## src/rtl/wb_pkg.sv

```systemverilog
// Shared definitions for the two-master Wishbone arbiter:
// ownership state encoding and the default bus widths.
package wb_pkg;

   localparam int WB_DATA_WIDTH = 128;
   localparam int WB_ADDR_WIDTH = 16;
   localparam int WB_SEL_WIDTH  = 16;

   // One-hot owner encoding so the state doubles as the grant vector.
   localparam logic [1:0] ST_IDLE = 2'b00;
   localparam logic [1:0] ST_OWN0 = 2'b01;
   localparam logic [1:0] ST_OWN1 = 2'b10;

   function automatic int wd_width(input int timeout);
      return (timeout > 0) ? $clog2(timeout + 1) : 1;
   endfunction

endpackage

```

## src/rtl/wb_watchdog.sv

```systemverilog
// Bus watchdog: counts cycles a strobe waits for a slave response and
// flags expiry in the cycle the count reaches TIMEOUT.
module wb_watchdog
   import wb_pkg::*;
#(
   parameter int TIMEOUT = 255
) (
   input  logic clk,
   input  logic rst_n,
   input  logic i_stb,
   input  logic i_resp,
   input  logic i_clr,
   output logic o_expire
);

   localparam int              WD_W   = wd_width(TIMEOUT);
   localparam bit              WD_EN  = (TIMEOUT > 0);
   localparam logic [WD_W-1:0] WD_MAX = WD_W'(TIMEOUT);
   localparam logic [WD_W-1:0] WD_ONE = WD_W'(1);

   logic [WD_W-1:0] r_wd;

   // A slave response in the expiry cycle takes precedence over the timeout.
   always_comb begin
      if (WD_EN) begin
         o_expire = i_stb & ~i_resp & (r_wd == WD_MAX);
      end else begin
         o_expire = 1'b0;
      end
   end

   // Wait counter, restarted by any response, idle strobe, owner change or expiry.
   always_ff @(posedge clk) begin
      if (!rst_n) begin
         r_wd <= '0;
      end else if (!WD_EN || i_clr || !i_stb || i_resp || o_expire) begin
         r_wd <= '0;
      end else begin
         r_wd <= r_wd + WD_ONE;
      end
   end

endmodule

```

## src/rtl/wb_arbiter2.sv

```systemverilog
// Two-master / one-slave Wishbone arbiter: round-robin grant held for the
// owner's whole cycle, owner muxed onto the slave, responses routed back.
module wb_arbiter2
   import wb_pkg::*;
#(
   parameter int DATA_WIDTH = WB_DATA_WIDTH,
   parameter int ADDR_WIDTH = WB_ADDR_WIDTH,
   parameter int SEL_WIDTH  = WB_SEL_WIDTH,
   parameter int TIMEOUT    = 255
) (
   input  logic                  clk,
   input  logic                  rst_n,
   input  logic [ADDR_WIDTH-1:0] m0_adr_i,
   input  logic [DATA_WIDTH-1:0] m0_dat_i,
   output logic [DATA_WIDTH-1:0] m0_dat_o,
   input  logic                  m0_we_i,
   input  logic [SEL_WIDTH-1:0]  m0_sel_i,
   input  logic                  m0_stb_i,
   input  logic                  m0_cyc_i,
   output logic                  m0_ack_o,
   output logic                  m0_err_o,
   output logic                  m0_rty_o,
   input  logic [ADDR_WIDTH-1:0] m1_adr_i,
   input  logic [DATA_WIDTH-1:0] m1_dat_i,
   output logic [DATA_WIDTH-1:0] m1_dat_o,
   input  logic                  m1_we_i,
   input  logic [SEL_WIDTH-1:0]  m1_sel_i,
   input  logic                  m1_stb_i,
   input  logic                  m1_cyc_i,
   output logic                  m1_ack_o,
   output logic                  m1_err_o,
   output logic                  m1_rty_o,
   output logic [ADDR_WIDTH-1:0] s_adr_o,
   output logic [DATA_WIDTH-1:0] s_dat_o,
   input  logic [DATA_WIDTH-1:0] s_dat_i,
   output logic                  s_we_o,
   output logic [SEL_WIDTH-1:0]  s_sel_o,
   output logic                  s_stb_o,
   output logic                  s_cyc_o,
   input  logic                  s_ack_i,
   input  logic                  s_err_i,
   input  logic                  s_rty_i,
   output logic [1:0]            gnt_o
);

   logic [1:0] r_state;
   logic       r_last;
   logic [1:0] w_state_nxt;
   logic       w_last_nxt;
   logic       w_arb;
   logic       w_stb_raw;
   logic       w_expire;
   logic       w_resp;
   logic       w_own0;
   logic       w_own1;

   // Re-arbitrate when idle or when the current owner has released cyc.
   always_comb begin
      case (r_state)
         ST_OWN0: w_arb = ~m0_cyc_i;
         ST_OWN1: w_arb = ~m1_cyc_i;
         default: w_arb = 1'b1;
      endcase
   end

   // Round-robin: on contention the master that did not own last wins.
   always_comb begin
      w_state_nxt = r_state;
      w_last_nxt  = r_last;
      if (w_arb) begin
         if (m0_cyc_i && m1_cyc_i) begin
            if (r_last) begin
               w_state_nxt = ST_OWN0;
               w_last_nxt  = 1'b0;
            end else begin
               w_state_nxt = ST_OWN1;
               w_last_nxt  = 1'b1;
            end
         end else if (m0_cyc_i) begin
            w_state_nxt = ST_OWN0;
            w_last_nxt  = 1'b0;
         end else if (m1_cyc_i) begin
            w_state_nxt = ST_OWN1;
            w_last_nxt  = 1'b1;
         end else begin
            w_state_nxt = ST_IDLE;
         end
      end else begin
         w_state_nxt = r_state;
      end
   end

   // Ownership state and round-robin history.
   always_ff @(posedge clk) begin
      if (!rst_n) begin
         r_state <= ST_IDLE;
         r_last  <= 1'b1;
      end else begin
         r_state <= w_state_nxt;
         r_last  <= w_last_nxt;
      end
   end

   // Owner mux onto the slave; idle drives an all-zero bus.
   always_comb begin
      s_adr_o   = '0;
      s_dat_o   = '0;
      s_sel_o   = '0;
      s_we_o    = 1'b0;
      s_cyc_o   = 1'b0;
      w_stb_raw = 1'b0;
      case (r_state)
         ST_OWN0: begin
            s_adr_o   = m0_adr_i;
            s_dat_o   = m0_dat_i;
            s_sel_o   = m0_sel_i;
            s_we_o    = m0_we_i;
            s_cyc_o   = m0_cyc_i;
            w_stb_raw = m0_stb_i & m0_cyc_i;
         end
         ST_OWN1: begin
            s_adr_o   = m1_adr_i;
            s_dat_o   = m1_dat_i;
            s_sel_o   = m1_sel_i;
            s_we_o    = m1_we_i;
            s_cyc_o   = m1_cyc_i;
            w_stb_raw = m1_stb_i & m1_cyc_i;
         end
         default: begin
            w_stb_raw = 1'b0;
         end
      endcase
   end

   assign w_resp  = s_ack_i | s_err_i | s_rty_i;
   assign s_stb_o = w_stb_raw & ~w_expire;

   wb_watchdog #(
      .TIMEOUT (TIMEOUT)
   ) u_watchdog (
      .clk      (clk),
      .rst_n    (rst_n),
      .i_stb    (w_stb_raw),
      .i_resp   (w_resp),
      .i_clr    (w_state_nxt != r_state),
      .o_expire (w_expire)
   );

   // Responses only reach the owner and only while its strobe is live.
   assign w_own0   = (r_state == ST_OWN0);
   assign w_own1   = (r_state == ST_OWN1);
   assign m0_ack_o = w_own0 & s_ack_i & s_stb_o;
   assign m1_ack_o = w_own1 & s_ack_i & s_stb_o;
   assign m0_err_o = w_own0 & ((s_err_i & s_stb_o) | w_expire);
   assign m1_err_o = w_own1 & ((s_err_i & s_stb_o) | w_expire);
   assign m0_rty_o = w_own0 & s_rty_i & s_stb_o;
   assign m1_rty_o = w_own1 & s_rty_i & s_stb_o;
   assign m0_dat_o = s_dat_i;
   assign m1_dat_o = s_dat_i;
   assign gnt_o    = r_state;

endmodule
```

## config.mk

```make
export PLATFORM = sky130hd
export DESIGN_NAME = wb_arbiter2
export DESIGN_NICKNAME = d
export VERILOG_FILES = /design/src/rtl/wb_pkg.sv /design/src/rtl/wb_watchdog.sv /design/src/rtl/wb_arbiter2.sv
export SDC_FILE = /design/constraint.sdc
export NUM_CORES = 1
export LEC_CHECK = 0
export BUFFER_PORTS_ARGS = -buffer_cell sky130_fd_sc_hd__buf_2
export CORE_AREA = 8 8 336 338
export CTS_BUF_LIST = sky130_fd_sc_hd__clkbuf_4 sky130_fd_sc_hd__clkbuf_8
export DETAILED_ROUTE_END_ITERATION = 16
export DIE_AREA = 0 0 344 346
export SLEW_MARGIN = 25
export SYNTH_ARGS = -nofsm -noshare
export SYNTH_HDL_FRONTEND = slang
export SYNTH_SLANG_ARGS = --single-unit
```

## constraint.sdc

```tcl
create_clock -name clk -period 5.6 [get_ports clk]
set_clock_uncertainty 0.15 [all_clocks]
set_input_delay 0.28 -clock clk [delete_from_list [all_inputs] [get_ports clk]]
set_output_delay 0.28 -clock clk [all_outputs]
set_load 0.005 [all_outputs]
```

==> run summary, run 1 <==
Netlist cell types -> 37
P_leak -> 2.97 nW
Primary FF master, synth -> dfxtp_1
htree depth -> 1
largest area contributor in the netlist -> buf_4
GPL Wtd Cong -> 0.761
CP Max Fanout -> 68
CP top delay family -> buffers and inverters
total CTS buffers -> 3
Routed WL per cell -> 31.5 um
Internal Power -> 371 uW
CTS tree -> built
area share of the largest cell type after synthesis -> 0.414
Flop pwr share -> 0.100
Die Y -> 346 um
Post-CTS Setup Bufs -> 0
largest net degree at the start of global routing -> 102
critical path class -> register to primary output
maximum vdd drop -> 0.0919 mV
Max Cap Viol -> 0
layout cells sized above 1 -> 0.575
Crit-path slowest cell -> ha_4
synthesized area per cell -> 6.56 um2
WP data required -> 5170 ps
Worst Path Arrival -> 2370 ps
number of synthesized flops with an enable pin -> 0
syn nets -> 1,173
Yosys reg bits -> 11
Worst Tran Pin Value -> 632 ps
Sw Ratio -> 0.566
Seq/Total Area, Yosys -> 0.0472
root buf cell -> clkbuf_8
routed via count -> 6,298
Num Clock Sinks -> 11
clock-pin slew on the worst setup and hold paths -> 50 ps
synthesized area -> 4660 um2
Core Area -> 108,000 um2
Area Growth Syn to Fin -> 51.1%
Synth area leaders -> buf_4, a22oi_1, nor2_1
Synthesis Warnings -> 0
final hold viol count -> 0
drt pass-1 iters -> 7
setup violators final -> 0
fill cell count -> 12,900
Slew Limit Fails -> 0
CP Launch Type -> register
combinational share of power -> 0.806
post-synthesis cell count -> 711
PD cells -> 122 nW/um2
number of global-route vias before repair -> 6,283
crit end category -> primary output
hpwl dp -> 69.2 mm
Worst Hold Class -> primary input to register
minimum clock period -> 2800 ps
vias per inst -> 2.68
die extent in x -> 344 um
DRC Markers -> 0
hold_buf cts -> 0
top-level port count -> 886
Clk network pwr share -> 0.094
Iter 0 DRT Violations -> 399
Initial Util -> 0.0432
Final ANT Viol Nets -> 0
worst skew pair latency -> 240 ps
antenna violations before repair -> 84
first-pass GRT wire length -> 87.3 mm
Total Power -> 856 uW
ys async rst share -> 0
Port Buf Inserts -> 501
Slew Limit Headroom -> 0.579
Longest Clk Path Bufs -> 2
gr ovfl total -> 0
final worst-path cycle share -> 0.500
Critical Path Max Stage Delay -> 410 ps
CP Buf/Inv Count -> 3
# rows -> 121
setup TNS -> 0 ps
Die Area -> 119,000 um2
unrepaired setup endpoints after global routing -> false
achievable frequency -> 357 MHz
GRT Total Usage -> 0.117
Sw Pwr -> 485 uW
worst path cell trace -> inv_1, ha_4, buf_12, nand4b_1, nand2_1, o41a_2, buf_2
NumNets Final -> 1,372
Total Wirelength -> 74.2 mm
Post-CTS Resized -> 0
status -> finished, final reports clean
-- path summary, 6_finish.rpt --
check,from,endpoint,slack [ps],cells after the start
setup reg to reg,gnt_o[0]$_SDFF_PN0_,u_watchdog.r_wd[1]$_SDFF_PP0_,3090,7
hold / removal,rst_n,r_last$_SDFFE_PN1P_,120,2
hold reg to reg,u_watchdog.r_wd[0]$_SDFF_PP0_,u_watchdog.r_wd[0]$_SDFF_PP0_,300,1
setup / recovery,gnt_o[1]$_SDFF_PN0_,s_stb_o,2800,7
-- power groups by stage --
stage	registers (mW)	clock network (mW)	logic (mW)
floorplan	0.0853	0	0.427
global placement	0.0862	0	0.716
detailed placement	0.0867	0	0.725
CTS	0.0852	0.0817	0.727
global route	0.0855	0.0901	0.766
finish	0.0853	0.0804	0.690
-- layer usage --
metal / GRT usage / up-vias / routed length [um]
met5: 0 / - / 465
li1: - / 2651 / -
met3: 0.126 / 151 / 17200
met1: 0.114 / 2741 / 24700
met2: 0.178 / 687 / 30900
met4: 0.00940 / 68 / 1070
-- stage by stage --
step	utilization	hold slack (ps)	instances	setup WS [ps]	area, um2
4_1_cts	0.0646	124	2323	2760	6970
5_1_grt	0.0648	127	2328	2600	6980
6_report	0.0654	120	2354	2800	7050
2_1_floorplan	-	221	711	3480	4660
3_5_place_dp	0.0642	293	2319	3010	6920
3_3_place_gp	0.0642	290	2319	3100	6920
-- logic make-up after synthesis --
kind of cell | after synthesis | share of synthesized area
buffers and inverters | 317 | 0.464
and+or+nand+nor | 197 | 0.174
AOI/OAI and AO/OA | 176 | 0.293
DFF | 11 | 0.0472
xor gates and xnor gates | 6 | 0.0113
adders and majority gates | 3 | 0.00805
muxes | 1 | 0.00215
-- registers in the layout (all words and copies together), names as in the netlist --
name             count
gnt_o                2
r_last               1
u_watchdog.r_wd      8
-- worst reg2reg max path, stage by stage (launching register included) --
cell and delay (ps):
dfxtp_1 370, inv_1 140, ha_4 380, buf_12 430
nor2_1 140, o311ai_0 300, a21oi_1 260, nor3b_1 250
-- cell usage in the layout (no fill, tap or decap), drive strengths merged, types with 4 or more instances in the layout --
cell     n
nor3     7
nand3    5
inv      4
dfxtp   11
diode   31
a22oi  162
and3     7
nand2    4
nor2   166
buf    507
-- cell usage after synthesis, drive strengths merged (2+ instances only) --
library cell and instances:
nand4b 2, xor2 3, a2bb2oi 2, dfxtp 11, nor2 166, xnor2 3, buf 266, nand2 4
a22oi 162, o311ai 2, and3 7, a21oi 2, clkbuf 47, nor3 7, nor2b 2, nand3 5
ha 3, inv 4
-- area by class of cell --
type,count,area [um2],share of cell area
Timing Repair Buffer,507,2620,0.371
Multi-Input combinational cell,383,2300,0.327
Tap cell,1414,1770,0.251
Sequential cell,11,220,0.0313
Antenna cell,31,77.6,0.0110
Clock buffer,3,41.3,0.00586
Inverter,4,15.0,0.00213
Clock inverter,1,5.00,0.000710
No activity file was read; power rests on OpenSTA's default activity.
==> inputs of run 2 (changes only) <==
--- a/config.mk
+++ b/config.mk
@@ -5,11 +5,12 @@
 export SDC_FILE = /design/constraint.sdc
 export NUM_CORES = 1
 export LEC_CHECK = 0
+export ABC_AREA = 1
 export BUFFER_PORTS_ARGS = -buffer_cell sky130_fd_sc_hd__buf_2
-export CORE_AREA = 8 8 336 338
+export CORE_AREA = 8 8 341 343
 export CTS_BUF_LIST = sky130_fd_sc_hd__clkbuf_4 sky130_fd_sc_hd__clkbuf_8
 export DETAILED_ROUTE_END_ITERATION = 16
-export DIE_AREA = 0 0 344 346
+export DIE_AREA = 0 0 349 351
 export SLEW_MARGIN = 25
 export SYNTH_ARGS = -nofsm -noshare
 export SYNTH_HDL_FRONTEND = slang
==> constraint.sdc (replaced) <==
create_clock -name clk -period 2.6 [get_ports clk]
set_clock_uncertainty 0.15 [all_clocks]
set_input_delay 0.13 -clock clk [delete_from_list [all_inputs] [get_ports clk]]
set_output_delay 0.13 -clock clk [all_outputs]
set_load 0.005 [all_outputs]
==> run 2 against run 1 <==
Effect of this change:
- synthesized cell count grew 26%
- sequential share of layout area is 0.19 points lower
- sequential power is 130% higher
- clock-buffer cell count up 1
- register-to-register slack got worse by 2500 ps
- hold slack got worse by 11 ps
- critical path type unchanged
- critical endpoint is now s_dat_o[16]
- highest routed layer unchanged
==> run summary, run 2 <==
status -> finished, final reports clean (unchanged)
Sw Pwr -> 2.04 mW (was 485 uW)
setup violators final -> 0 (unchanged)
Cells after DPL -> 2,608 (was 2,319)
post-synthesis cell count -> 898 (was 711)
combinational share of power -> 0.880 (was 0.806)
GPL Wtd Cong -> 0.825 (was 0.761)
Primary FF master, synth -> dfxtp_1 (unchanged)
Reg-to-Reg Start -> gnt_o[1]$_SDFF_PN0_ (was gnt_o[0]$_SDFF_PN0_)
achievable frequency -> 398 MHz
Flop pwr share -> 0.061 (was 0.100)
Final ANT Viol Nets -> 0 (unchanged)
GRT Total Usage -> 0.117 (about the same)
Crit-path slowest cell -> a21oi_1 (was ha_4)
Area Growth Syn to Fin -> 52.4% (was 51.1%)
ys async rst share -> 0 (unchanged)
Finished Core Util -> 0.0675 (was 0.0654)
largest net degree at the start of global routing -> 52 (was 102)
layout cells sized above 1 -> 0.492 (was 0.575)
Max Cap Viol -> 0 (unchanged)
final worst-path cycle share -> 0.966
Port Buf Inserts -> 501 (unchanged)
drt pass-1 iters -> 4 (was 7)
fill cell count -> 13,300 (was 12,900)
CP Launch Type -> register (unchanged)
DP Area -> 7410 um2 (was 6920 um2)
critical path class -> register to primary output (unchanged)
PD cells -> 422 nW/um2 (was 122 nW/um2)
vias per inst -> 2.52 (was 2.68)
number of global-route vias before repair -> 6,729 (was 6,283)
Hold Slack -> 109 ps (was 120 ps)
Longest Clk Path Bufs -> 2 (unchanged)
NumNets Final -> 1,576 (was 1,372)
WP data required -> 2320 ps (was 5170 ps)
Worst Path Arrival -> 2230 ps (was 2370 ps)
routed via count -> 6,610 (was 6,298)
first-pass GRT wire length -> 89.1 mm (was 87.3 mm)
area share of the largest cell type after synthesis -> 0.390 (was 0.414)
Die Area -> 122,000 um2 (was 119,000 um2)
CP top delay family -> buffers and inverters (unchanged)
Critical Path Max Stage Delay -> 550 ps (was 410 ps)
final hold viol count -> 0 (unchanged)
CP Max Fanout -> 38 (was 68)
max reg flops -> 8 (unchanged)
Synth area leaders -> buf_4, nand2_1, a21oi_1 (was buf_4, a22oi_1, nor2_1)
DRC Markers -> 0 (unchanged)
Internal Power -> 1.13 mW (was 371 uW)
clock-pin slew on the worst setup and hold paths -> 60 ps (was 50 ps)
number of synthesized flops with an enable pin -> 0 (unchanged)
Synthesis Warnings -> 0 (unchanged)
Slew Limit Headroom -> 0.478 (was 0.579)
P_leak -> 3.10 nW (was 2.97 nW)
Initial Util -> 0.0443 (was 0.0432)
Core Area -> 111,000 um2 (was 108,000 um2)
Die Y -> 351 um (was 346 um)
Slew Limit Fails -> 0 (unchanged)
Clk network pwr share -> 0.059 (was 0.094)
top-level port count -> 886 (unchanged)
worst path cell trace -> inv_1, ha_4, buf_12, a21oi_1, buf_2 (was inv_1, ha_4, buf_12, nand4b_1, nand2_1, o41a_2, buf_2)
hpwl dp -> 72.5 mm (was 69.2 mm)
root buf cell -> clkbuf_8 (unchanged)
synthesized area -> 4920 um2 (was 4660 um2)
Total Wirelength -> 76.2 mm (was 74.2 mm)
fin area -> 7510 um2 (was 7050 um2)
htree depth -> 1 (unchanged)
most frequent cell after synthesis -> nand2_1 (was buf_4)
CP Buf/Inv Count -> 3 (unchanged)
synthesized area per cell -> 5.48 um2 (was 6.56 um2)
syn nets -> 1,360 (was 1,173)
setup TNS -> 0 ps (unchanged)
dpl ws -> 313 ps (was 3010 ps)
die extent in x -> 349 um (was 344 um)
Iter 0 DRT Violations -> 227 (was 399)
CTS tree -> built (unchanged)
crit path from -> gnt_o[0]$_SDFF_PN0_ (was gnt_o[1]$_SDFF_PN0_)
gr ovfl total -> 0 (unchanged)
Routed WL per cell -> 29.1 um (was 31.5 um)
synth cell count leaders -> nand2_1, buf_4, a21oi_1 (was buf_4, nor2_1, a22oi_1)
Worst Tran Pin Value -> 782 ps (was 632 ps)
# rows -> 123 (was 121)
total CTS buffers -> 3 (unchanged)
antenna violations before repair -> 29 (was 84)
setup ws final -> 88.2 ps (was 2800 ps)
Yosys reg bits -> 11 (unchanged)
worst skew pair latency -> 240 ps (about the same)
Sw Ratio -> 0.644 (was 0.566)
Post-Layout Cell Count -> 2,623 (was 2,354)
Seq/Total Area, Yosys -> 0.0447 (was 0.0472)
commonest non-fill, non-tap cell in the layout -> buf_2 (unchanged)
largest area contributor in the netlist -> buf_4 (unchanged)
Total Power -> 3.17 mW (was 856 uW)
Biggest register -> u_watchdog.r_wd (unchanged)
minimum clock period -> 2510 ps
Num Clock Sinks -> 11 (unchanged)
Worst Hold Class -> primary input to register (unchanged)
Hold Path Origin -> m1_cyc_i (was rst_n)
maximum vdd drop -> 1.03 mV (was 0.0919 mV)
Post-CTS Setup Bufs -> 0 (unchanged)
Netlist cell types -> 25 (was 37)
most frequent cells in the layout -> buf_2, nand2_1, a21oi_1 (was buf_2, nor2_1, a22oi_1)
crit end category -> primary output (unchanged)
run 2: cell count changes after synthesis, sizes merged, moves of 6 or more:
cell,delta
clkbuf,-40
nor3,-6
a21oi,+163
nand2,+341
nor2,-141
inv,+13
and3,-7
buf,+37
a22oi,-161
run 2: worst reg2reg max path, stage by stage, from the launching register on:
cell and delay [ps]:
dfxtp_1 370, inv_1 140, ha_4 200, buf_12 260, nand3_1 130, nand2_1 100, nand2_2 70, nor2_4 100
buf_4 110, nand2_2 50, nor2_4 90, nand2_4 110, nor2_2 90
run 2: cells by family (layout without fill, tap and decap cells):
family | Yosys count | count (layout) | synth area share
AO/OA/AOI/OAI | 168 | 168 | 0.172
XOR/XNOR | 6 | 6 | 0.0107
adder cells (fa/ha/maj) | 3 | 3 | 0.00762
buffers and inverters | 327 | 542 | 0.456
flip-flops | 11 | 11 | 0.0447
other | 0 | 10 | 0
AND/OR/NAND/NOR | 383 | 383 | 0.309
run 2: per-layer routing:
layer,track usage,part of all wire
met1,0.143,0.42
met2,0.169,0.40
met3,0.0867,0.17
met4,0.0114,0.012
met5,0.00510,0.0027
run 2: power by group through the flow:
stage / Clock (mW) / Sequential, mW / Combinational, mW
after floorplan: 0 / 0.192 / 1.39
after detailed placement: 0 / 0.197 / 2.90
final: 0.187 / 0.194 / 2.79
after global routing: 0.194 / 0.197 / 3.06
after CTS: 0.187 / 0.194 / 2.90
after global placement: 0 / 0.195 / 2.88
run 2: what timing repair did:
item                                   in CTS  in global routing
hold buffers                                1                  0
setup endpoints to repair                   0                  4
resized for setup                           0                  4
endpoints found under the hold margin       1                  0
run 2: worst paths after layout:
check,end,slack [ps],depth (start not counted)
setup / recovery,s_dat_o[16],90,5
hold reg to reg,u_watchdog.r_wd[0]$_SDFF_PP0_,310,1
hold / removal,r_last$_SDFFE_PN1P_,110,4
setup reg to reg,u_watchdog.r_wd[6]$_SDFF_PP0_,580,12
run 2: final cells by class:
cell class                      count  area, um2  area share
Antenna cell                       10       25.0     0.00333
Clock buffer                        4       48.8     0.00650
Inverter                           17       63.8     0.00850
Multi-Input combinational cell    560       2500       0.333
Sequential cell                    11        220      0.0293
Tap cell                         1500       1880       0.250
Timing Repair Buffer              521       2770       0.369
